--- src/rtl/usb_hub_repeater.sv ---
// usb_hub_repeater: host/device packet repeater for the USB hub.
// Tracks connect/enable per downstream port, broadcasts host packets,
// arbitrates one upstream talker, and forces EOP on babble or loss.
// Ports: hi_clock, reset (sync, active-high); host_line_in/out, host_oe;
// dev_line_in/out (2 bits per port), dev_oe; port_enable_req,
// port_disable_req, port_status_clr pulses; port_connected,
// port_enabled, port_babble status; active_port, rpt_state debug.
module usb_hub_repeater #(
  parameter int NUM_USB_DEVICES = 2,
  parameter int CONNECT_DEBOUNCE = 16,
  parameter int MAX_PKT_CYCLES = 1500,
  localparam int N = NUM_USB_DEVICES,
  localparam int PW = ($clog2(N) > 1) ? $clog2(N) : 1
) (
  input  logic           hi_clock,
  input  logic           reset,
  input  logic [1:0]     host_line_in,
  output logic [1:0]     host_line_out,
  output logic           host_oe,
  input  logic [2*N-1:0] dev_line_in,
  output logic [2*N-1:0] dev_line_out,
  output logic [N-1:0]   dev_oe,
  input  logic [N-1:0]   port_enable_req,
  input  logic [N-1:0]   port_disable_req,
  input  logic [N-1:0]   port_status_clr,
  output logic [N-1:0]   port_connected,
  output logic [N-1:0]   port_enabled,
  output logic [N-1:0]   port_babble,
  output logic [PW-1:0]  active_port,
  output logic [2:0]     rpt_state
);

  localparam logic [1:0] LJ = 2'b10;
  localparam logic [1:0] LK = 2'b01;
  localparam logic [1:0] LSE0 = 2'b00;
  localparam int DW = $clog2(CONNECT_DEBOUNCE + 1);
  localparam int CW = $clog2(MAX_PKT_CYCLES + 1);

  typedef enum logic [2:0] {
    IDLE = 3'd0,
    DOWN = 3'd1,
    UP   = 3'd2,
    FEOP = 3'd3
  } state_t;

  state_t         state;
  logic [N-1:0]   fwd_mask;
  logic           seen_se0;
  logic [CW-1:0]  pkt_cnt;
  logic [1:0]     feop_cnt;
  logic [DW-1:0]  db_cnt [N];
  logic [1:0]     db_last [N];

  logic [1:0]     dev_s [N];
  logic [DW-1:0]  cnt_nxt [N];
  logic [N-1:0]   hit_j;
  logic [N-1:0]   hit_se0;
  logic [N-1:0]   conn_nxt;
  logic [N-1:0]   en_base;
  logic [N-1:0]   en_nxt;
  logic [N-1:0]   bab_nxt;
  logic [N-1:0]   act_oh;
  logic           req_any;
  logic [PW-1:0]  req_idx;
  logic [1:0]     act_raw;
  logic [CW-1:0]  pkt_inc;
  logic           babble_hit;
  logic           lost;
  logic           h_k;
  logic           h_j;
  logic           h_se0;
  logic           a_j;
  logic           a_se0;

  function automatic logic [2*N-1:0] bcast(
    input logic [N-1:0] m,
    input logic [1:0]   l
  );
    logic [2*N-1:0] r;
    for (int k = 0; k < N; k++)
      r[2*k +: 2] = m[k] ? l : LJ;
    return r;
  endfunction

  // SE1 is folded into SE0 for all line-state decisions
  always_comb begin
    for (int k = 0; k < N; k++) begin
      dev_s[k] = dev_line_in[2*k +: 2];
      if (dev_s[k] == 2'b11)
        dev_s[k] = LSE0;
    end
  end

  always_comb begin
    for (int k = 0; k < N; k++) begin
      if (dev_s[k] == LK)
        cnt_nxt[k] = '0;
      else if (dev_s[k] != db_last[k])
        cnt_nxt[k] = DW'(1);
      else if (db_cnt[k] == DW'(CONNECT_DEBOUNCE))
        cnt_nxt[k] = db_cnt[k];
      else
        cnt_nxt[k] = db_cnt[k] + DW'(1);
      hit_j[k] = (dev_s[k] == LJ) &&
        (cnt_nxt[k] == DW'(CONNECT_DEBOUNCE));
      hit_se0[k] = (dev_s[k] == LSE0) &&
        (cnt_nxt[k] == DW'(CONNECT_DEBOUNCE));
    end
  end

  // disconnect overrides any enable in the same cycle
  always_comb begin
    conn_nxt = port_connected;
    en_base = port_enabled;
    for (int k = 0; k < N; k++) begin
      if (port_disable_req[k])
        en_base[k] = 1'b0;
      else if (port_enable_req[k] && port_connected[k])
        en_base[k] = 1'b1;
      if (hit_j[k])
        conn_nxt[k] = 1'b1;
      if (hit_se0[k]) begin
        conn_nxt[k] = 1'b0;
        en_base[k] = 1'b0;
      end
    end
  end

  // descending scan so the lowest index wins
  always_comb begin
    req_any = 1'b0;
    req_idx = '0;
    for (int k = N - 1; k >= 0; k--) begin
      if (port_enabled[k] && dev_s[k] == LK) begin
        req_any = 1'b1;
        req_idx = PW'(k);
      end
    end
  end

  always_comb begin
    act_oh = N'(1) << active_port;
    act_raw = dev_line_in[{active_port, 1'b0} +: 2];
    a_j = (act_raw == LJ);
    a_se0 = (act_raw[1] == act_raw[0]);
    h_k = (host_line_in == LK);
    h_j = (host_line_in == LJ);
    h_se0 = (host_line_in[1] == host_line_in[0]);
    pkt_inc = pkt_cnt + CW'(1);
    babble_hit = (state == UP) &&
      (pkt_inc == CW'(MAX_PKT_CYCLES));
    lost = (state == UP) && !en_base[active_port];
    en_nxt = en_base & ~(babble_hit ? act_oh : '0);
    bab_nxt = (port_babble & ~port_status_clr) |
      (babble_hit ? act_oh : '0);
  end

  always_ff @(posedge hi_clock) begin
    if (reset) begin
      state <= IDLE;
      fwd_mask <= '0;
      seen_se0 <= 1'b0;
      pkt_cnt <= '0;
      feop_cnt <= '0;
      active_port <= '0;
      host_line_out <= LJ;
      host_oe <= 1'b0;
      dev_line_out <= {N{LJ}};
      dev_oe <= '0;
      port_connected <= '0;
      port_enabled <= '0;
      port_babble <= '0;
      for (int k = 0; k < N; k++) begin
        db_cnt[k] <= '0;
        db_last[k] <= LK;
      end
    end else begin
      port_connected <= conn_nxt;
      port_enabled <= en_nxt;
      port_babble <= bab_nxt;
      for (int k = 0; k < N; k++) begin
        db_cnt[k] <= cnt_nxt[k];
        db_last[k] <= dev_s[k];
      end
      unique case (state)
        IDLE: begin
          host_oe <= 1'b0;
          host_line_out <= LJ;
          dev_oe <= '0;
          dev_line_out <= {N{LJ}};
          if (h_k) begin
            state <= DOWN;
            fwd_mask <= port_enabled;
            dev_oe <= port_enabled;
            dev_line_out <= bcast(port_enabled, host_line_in);
            seen_se0 <= 1'b0;
          end else if (req_any) begin
            state <= UP;
            active_port <= req_idx;
            host_oe <= 1'b1;
            host_line_out <= LK;
            pkt_cnt <= '0;
            seen_se0 <= 1'b0;
          end
        end
        DOWN: begin
          dev_oe <= fwd_mask;
          dev_line_out <= bcast(fwd_mask, host_line_in);
          if (h_se0)
            seen_se0 <= 1'b1;
          else if (h_j && seen_se0)
            state <= IDLE;
        end
        UP: begin
          host_oe <= 1'b1;
          host_line_out <= act_raw;
          pkt_cnt <= pkt_inc;
          if (babble_hit || lost) begin
            state <= FEOP;
            host_line_out <= LSE0;
            feop_cnt <= '0;
          end else if (a_se0)
            seen_se0 <= 1'b1;
          else if (a_j && seen_se0)
            state <= IDLE;
        end
        FEOP: begin
          host_oe <= 1'b1;
          feop_cnt <= feop_cnt + 2'd1;
          unique case (feop_cnt)
            2'd0: host_line_out <= LSE0;
            2'd1: host_line_out <= LJ;
            default: begin
              state <= IDLE;
              host_oe <= 1'b0;
              host_line_out <= LJ;
            end
          endcase
        end
        default: state <= IDLE;
      endcase
    end
  end

  assign rpt_state = state;

endmodule

--- config.mk ---
export PLATFORM = sky130hd
export DESIGN_NAME = usb_hub_repeater
export DESIGN_NICKNAME = d
export VERILOG_FILES = /design/src/rtl/usb_hub_repeater.sv
export SDC_FILE = /design/constraint.sdc
export NUM_CORES = 1
export LEC_CHECK = 0
export ABC_AREA = 1
export ABC_CLOCK_PERIOD_IN_PS = 1700
export CORE_MARGIN = 3
export CORE_UTILIZATION = 50
export DETAILED_ROUTE_END_ITERATION = 10
export HOLD_SLACK_MARGIN = 0.12
export PLACE_DENSITY = 0.74
export SYNTH_ARGS = -nofsm -noshare
export SYNTH_HDL_FRONTEND = slang
export SYNTH_SLANG_ARGS = --single-unit
--- constraint.sdc ---
create_clock -name hi_clock -period 1.7 [get_ports hi_clock]
set_input_delay 0.255 -clock hi_clock [delete_from_list [all_inputs] [get_ports hi_clock]]
set_output_delay 0.255 -clock hi_clock [all_outputs]
set_load 0.01 [all_outputs]
==> results.txt <==
----------------------------------------------------
[Clock network]
  Quantity of hold-fixing buffers added after cts ... 0
  Clock slew at the register clock pins of the worst setup and hold paths ... 0.09 ns
  Buffers from clock root to sink, at most ... 2
  Num Clock Sinks ... 48
  Number of buffers inserted during clock tree synthesis ... 5
  Depth of the CTS H-tree ... 2
  Clk_lat worst skew ... 0.31 ns
  Root buf cell ... sky130_fd_sc_hd__clkbuf_8
  TritonCTS clock tree ... done

[Outcome]
  Run status ... finished, violations left
  Failing checks ... negative setup slack

[Synth]
  Synth Register Bits ... 48
  Area of the mapped netlist ... 2790 µm²
  Synth Area per Inst ... 7.16 µm²
  Largest area contributor in the netlist ... sky130_fd_sc_hd__dfxtp_1
  Leading post-synthesis cells by cell area ... sky130_fd_sc_hd__dfxtp_1, sky130_fd_sc_hd__nand2_1, sky130_fd_sc_hd__ha_1
  Ranking of synthesized cells by instance count ... sky130_fd_sc_hd__nand2_1, sky130_fd_sc_hd__inv_1, sky130_fd_sc_hd__nor2_1
  Adder-cell area share of the yosys netlist ... 9.88%
  Synthesized net count ... 425
  Number of flops mapped to enable cells by yosys ... 0
  Synth Area in Compound Gates ... 10.6%
  Count leader, synth ... sky130_fd_sc_hd__nand2_1
  Most instantiated flip-flop cell in the synthesis netlist ... sky130_fd_sc_hd__dfxtp_1
  Number of warnings issued by yosys ... 0
  Synth top area share ... 34.5%
  Register area share after synthesis ... 34.5%
  Dominant combinational cell family by area after synthesis ... simple AND/OR/NAND/NOR gates
  Fraction of the mapped netlist area in simple logic gates ... 32.1%
  Library cells used by synthesis ... 39
  Share of flip-flops with an asynchronous set or reset ... 0%
  Multiplexer area fraction after synthesis ... 0%
  Post-synthesis xor/xnor area fraction ... 4.09%
  Synthesized instance count ... 389

[Timing]
  Post-route clock period utilization ... 121%
  Highest clock frequency the design can meet ... 485 MHz
  Worst clock skew ... 0.00632 ns
  Unrepaired setup endpoints after global routing ... true
  Final setup viols ... 14
  Minimum clock period ... 2.06 ns
  Final count of hold timing violations ... 0
  Final-report max-slew violation count ... 0
  Post-route setup TNS ... -2.52 ns
  Worst Setup Slack, final ... -0.363 ns

[Die]
  Number of I/O pins ... 33
  Core Box Area ... 5240 µm²
  Cell Rows ... 26
  Die Ht ... 80.7 µm
  Area of the die ... 6500 µm²
  Chip width ... 80.7 µm
  Initial Utilization ... 53.2%

[Drt]
  Wire length after detailed routing ... 8660 µm
  Total vias in the final route ... 3046
  Residual antenna-violating net count after detailed routing ... 0
  Violation count after the first detailed-route iteration ... 181
  Average routed wire per standard cell ... 15.0 µm
  Average via count per standard cell ... 5.28
  DR pass1 iterations ... 5
  DRC violations left ... 0

[Placement]
  Global placer's final weighted congestion ... 0.886
  Placement Cell Area ... 3670 µm²
  Placed wire-length estimate after detailed placement ... 5110 µm
  Input/output buffers ... 31
  Placed instance count ... 544

[Finish]
  Area growth, synth to finish ... 51.7%
  Layout cell share with drive strength beyond 1 ... 38.9%
  Layout net count ... 542
  Filler Cell Count ... 327
  Final cell count without fillers ... 577
  Post-route standard cell area excluding fillers ... 4230 µm²
  Area taken by flip-flops and latches ... 980 µm²
  Antenna Diode Count ... 0
  Area taken by multi-input logic gates ... 1920 µm²

[Global route]
  First-pass GRT wire length ... 12100 µm
  Vias in the first global route ... 2832
  Global-route usage over all layers ... 23.3%
  Initial antenna violation count ... 0
  Largest net degree at the start of global routing ... 34
  Grt ovf ... 0

[Worst setup path]
  Crit-path slowest cell ... sky130_fd_sc_hd__dfxtp_2
  Endpoint of the worst-slack reg-to-reg timing path ... host_line_out[0]
  Ordered list of cells on the worst path ... inv_2, ha_4, nand2_2, inv_2, nand2_2, buf_4, nand2_1, nor2_2, o21ai_2, nand3_2, nand3_4, nand2_4, nand3_4, or2_1, a21oi_2
  Crit path largest cell delay ... 0.35 ns
  Critical Path Source Type ... register
  Register-to-register path setup slack ... -0.36 ns
  CP required ... 1.94 ns
  Critical Path Source ... db_cnt[0][0]
  Critical R2R Launch ... db_cnt[0][0]
  Crit path kind ... register to register
  Critical Path Sink Type ... register
  Crit path max fanout ... 4
  Worst setup endpoint ... host_line_out[0]
  Worst Reg2Reg Path Length in Cells ... 15
  Arrival time reported for the critical path endpoint ... 2.31 ns

[Min path]
  Kind of path behind the tightest hold check ... input pin to register

[Flow run]
  # Max-Cap Violations ... 0

[Power and ir drop]
  Power share of the clock group ... 18.5%
  Net switching power ... 1370 µW
  Leakage power ... 0.00178 µW
  Switching part of the total power ... 37.4%
  Power share of the sequential group ... 35.2%
  Total power ... 3670 µW
  Pwr dens ... 867 nW/µm²
  Internal power ... 2300 µW
  Max rail drop VDD ... 1140 µV
  Combinational power share ... 46.3%

----------------------------------------------------
-- timing repair --
| action | in CTS | in global routing |
|---|---|---|
| setup endpoints to repair | 25 | 29 |
| cloned | 0 | 0 |
| buffers inserted | 17 | 10 |
| resized for setup | 37 | 53 |
| pin swaps | 25 | 38 |
-- sequential cells by signal (all words and copies together) (netlist names) --
signal and count:
pkt_cnt 11, dev_line_out 4, db_cnt 10, active_port 1, fwd_mask 2, port_enabled 2
seen_se0 1, host_oe 1, port_connected 2, feop_cnt 2, dev_oe 2, db_last 4
host_line_out 2, rpt_state 2, port_babble 2
-- per-stage QoR --
step                      worst slack, ns  util (%)  hold slack [ns]
after floorplan                   -0.0257         -            0.382
after global placement             -0.746      70.1            0.451
after detailed placement           -0.834      70.1            0.461
after CTS                          -0.176      76.3            0.474
after global routing               -0.465      80.7            0.350
final                              -0.363      80.7            0.355
-- routing by layer --
layer / global-route usage (%) / vias up / wire [µm]
met3: 4.37 / 35 / 426
met2: 42.5 / 122 / 4450
met1: 26.8 / 1421 / 3470
met4: 8.61 / 0 / 316
met5: 0 / - / 0
li1: - / 1468 / -
-- cells in the final DEF, fill, tap and decap left out, types with 5 or more instances in the layout --
cell type                         netlist  routed
sky130_fd_sc_hd__dfxtp_1               48      39
sky130_fd_sc_hd__buf_4                  2      86
sky130_fd_sc_hd__inv_1                 49      39
sky130_fd_sc_hd__clkbuf_8               1       5
sky130_fd_sc_hd__ha_2                   0       5
sky130_fd_sc_hd__o21ai_0               14      11
sky130_fd_sc_hd__a21oi_1               26      23
sky130_fd_sc_hd__nor2_2                10      11
sky130_fd_sc_hd__ha_1                  22      11
sky130_fd_sc_hd__nand3_2                2       7
sky130_fd_sc_hd__nand2_2                6      16
sky130_fd_sc_hd__dfxtp_2                0       6
sky130_fd_sc_hd__nor2_1                49      40
sky130_fd_sc_hd__inv_2                  3      12
sky130_fd_sc_hd__nand2_1               81      68
sky130_fd_sc_hd__nor2_4                 2      10
sky130_fd_sc_hd__ha_4                   0       6
sky130_fd_sc_hd__xnor2_1                7       7
sky130_fd_sc_hd__nand3_1               22      14
sky130_fd_sc_hd__clkdlybuf4s50_1        0      26
-- power by group through the flow --
stage                     sequential (µW)  clock, µW  combinational, µW
after detailed placement             1310          0               1340
after floorplan                      1350          0                657
after global placement               1310          0               1320
after CTS                            1280        678               1430
after global routing                 1300        719               1810
final                                1290        680               1700
-- worst max-delay path, delay by kind of cell, from the launching register on --
kind                       cells  cell delay [ns]
DFF                            1             0.35
AOI/OAI and AO/OA              2             0.27
buffers and inverters          3             0.21
adders and majority gates      1             0.15
and+or+nand+nor                9             1.03
-- cell type report --
type | count | share of cell area, %
clock buffers | 7 | 1.81
clock inverters | 1 | 0.0888
inverters | 52 | 4.68
multi-input cells | 281 | 45.3
flip-flops and latches | 48 | 23.2
well taps | 70 | 2.07
repair buffers | 118 | 22.8
-- how the worst min path moves through the flow --
stage	start	endpoint	slack [ns]	cells past startpoint
after detailed placement	dev_oe[0]	dev_oe[0]	0.46	2
after CTS	dev_oe[0]	dev_oe[0]	0.47	2
after global routing	host_line_in[1]	dev_line_out[3]	0.35	4
final	host_line_in[1]	dev_line_out[3]	0.35	4
after global placement	feop_cnt[1]	feop_cnt[1]	0.45	2
after floorplan	host_line_in[1]	dev_line_out[1]	0.38	2
-- cell families after synthesis --
group | count (synthesis)
adder cells (fa/ha/maj) | 22
flip-flops | 48
buffers and inverters | 60
other | 1
XOR/XNOR | 13
AO/OA/AOI/OAI | 53
AND/OR/NAND/NOR | 192
No activity file was read; power rests on OpenSTA's default activity.
==> edit (same flow settings) <==
Make the reset (`reset`) asynchronous in one clocked block.
--- a/src/rtl/usb_hub_repeater.sv
+++ b/src/rtl/usb_hub_repeater.sv
@@ -155,7 +155,7 @@
       (babble_hit ? act_oh : '0);
   end
 
-  always_ff @(posedge hi_clock) begin
+  always_ff @(posedge hi_clock or posedge reset) begin
     if (reset) begin
       state <= IDLE;
       fwd_mask <= '0;
Function: differs if reset is asserted again (counterexample within 4 cycles, from zero or initial values and one cycle with reset high); with reset held inactive, the same outputs for 10 cycles.
==> edit against the unedited design <==
The flow still finishes with violations (negative setup slack). Hold slack got worse by 0.058 ns. Wire length decreased by 5.0%. Final area increased by 1.9%. Combinational power increased by 5%. Synthesized area increased by 6.4%. Sequential cell count unchanged. Cell count decreased by 5.5%. Total power increased by 8.0%. Maximum frequency increased by 4.3%. Setup slack improved by 0.085 ns. Synthesized cell count decreased by 5.9%. Critical path type unchanged.
==> edit: results (changes against the unedited design) <==
Global route
  – Global-route wire length before repair: 12800 µm (+5.8%)
  – Pin count of the biggest net entering global routing: 49 (+44%)
  – Vias in the first global route: 2900 (+2.4%)
  – Initial antenna violation count: 0 (unchanged)
  – Overall Global Routing Usage: 0.224 (-0.00947)

Routing
  – Drt pass-1 iters: 4 (-1)
  – Vias per cell: 5.32 (+0.83%)
  – Iter 0 DRT Violations: 160 (-12%)
  – Overall routed net length: 8230 µm (-5.0%)

Layout
  – Share of cells above drive strength 1: 0.338 (-0.0503)
  – Top Registers: pkt_cnt x11, db_cnt x10
  – Finished Layout Cells: 545 (-5.5%)
  – Final Net Count: 510 (-5.9%)
  – Ant diodes: 0 (unchanged)

Yosys
  – Synth cell types: 41 (+5.1%)
  – Synth top cells by count: nand2_1 (84), inv_1 (63), dfrtp_1 (43)
  – Syn_nets: 404 (-4.9%)
  – Area contributors post-synth: dfrtp_1 (36%), nand2_1 (11%), ha_1 (10%)
  – Synth warnings: 0 (unchanged)
  – Cells after Synth: 366 (-5.9%)
  – Synth async-reset ratio: 1.00 (+1.00)
  – Sequential area share after synthesis: 0.407 (+0.0625)

Worst hold path
  – Worst hold path type: in -> async

Clock tree
  – Maximum buffer depth of the clock tree: 2 (unchanged)
  – CTS root buffer: clkbuf_8
  – CTS buffer count: 5 (unchanged)
  – Clk slew on worst S/H paths: 0.09 ns (about the same)
  – H-tree depth: 2 (unchanged)
  – Clock Latency Late Sink: 0.31 ns (about the same)

Setup path
  – Crit path DAT: 2.17 ns (-0.14 ns)
  – Max FO, Critical Path: 3 (-1)

Timing
  – PnR worst setup slack: -0.278 ns (+0.0846 ns)
  – Final setup vio count: 12 (-2)
  – Worst Clk Skew: 0.00429 ns (-0.00203 ns)
  – Setup TNS: -2.68 ns (-0.159 ns)

Placed design
  – Dpl ws: -0.817 ns (+0.0163 ns)
  – Input/output buffers: 31 (unchanged)
  – Placement-stage cell area: 0.00376 mm² (+2.4%)
  – Half-perimeter wire length after placement: 5290 µm (+3.6%)
  – Placed cell count: 516 (-5.1%)
  – Routability cong.: 0.876 (-1.1%)

Power and ir drop
  – Static Leak: 2.15 nW (+21%)
  – Peak supply drop: 0.000862 V (-25%)

Outcome
  – Failing checks: negative setup slack
  – Status: finished, violations left
## edit: cell types whose count changed in the layout (fill, tap and decap cells not counted), moves of 8 or more
cell     delta
dfrtp_1    +42
buf_4      -26
nor2_1     -22
a21oi_1    -14
inv_1      +18
buf_6      +10
dfxtp_1    -39
nand4_1     +8
## edit: routing by layer
metal | vias to the layer above | part of all wire | wire length, µm | GRT usage
met2 | 92 | 0.51 | 4170 | 0.391
met5 | - | 0 | 0 | 0
met3 | 37 | 0.043 | 354 | 0.0417
met1 | 1387 | 0.41 | 3370 | 0.266
li1 | 1385 | - | - | -
met4 | 0 | 0.040 | 330 | 0.103
## edit: cell families after synthesis
kind of cell,share of synthesized area
AOI/OAI and AO/OA,0.0819
muxes,0.00338
buffers and inverters,0.0920
adders and majority gates,0.101
DFF,0.407
and+or+nand+nor,0.287
xor gates and xnor gates,0.0262
other,0.00127
## edit: timing repair
item / 4_1_cts / 5_1_grt
pin swaps: 20 / 24
hold buffers: 0 / 0
resized for setup: 48 / 35
setup endpoints to repair: 25 / 27
setup buffers: 17 / 6
gates cloned: 1 / 0
## edit: path summary, 6_finish.rpt
| check | startpoint | end | slack [ns] | cells past startpoint |
|---|---|---|---|---|
| setup / recovery | pkt_cnt[1] | port_enabled[0] | -0.28 | 10 |
| min in group hi_clock | dev_line_in[1] | db_last[3] | 0.44 | 2 |
| max in group asynchronous | reset | host_line_out[1] | 1.12 | 3 |
| hold / removal | reset | pkt_cnt[7] | 0.30 | 3 |
| setup reg to reg | pkt_cnt[1] | port_enabled[0] | -0.28 | 10 |
| hold reg to reg | host_line_out[1] | host_line_out[1] | 0.49 | 2 |
## edit: critical path, stage by stage, from the launching register on
cell	delay [ns]
dfrtp_1	0.41
ha_4	0.18
nand3_4	0.09
nor2_4	0.13
nand2_2	0.06
nand2_2	0.08
o21ai_4	0.08
nor4_2	0.26
nand2_1	0.14
nor4_4	0.32
a21oi_1	0.11
## edit: area by class of cell
class	count	area, µm²
timing repair buffer	102	888
inverter	65	244
clock inverter	2	10.0
tap	72	90.1
sequential	48	1210
clock buffer	6	82.6
multi-input combinational	250	1780
fill	360	1300
## edit: power by group
part / leakage (nW) / switching [mW] / total, mW / internal (mW)
combinational: 1.48 / 0.956 / 1.79 / 0.830
sequential: 0.619 / 0.134 / 1.45 / 1.32
clock: 0.0510 / 0.396 / 0.721 / 0.325
total: 2.15 / 1.49 / 3.96 / 2.47
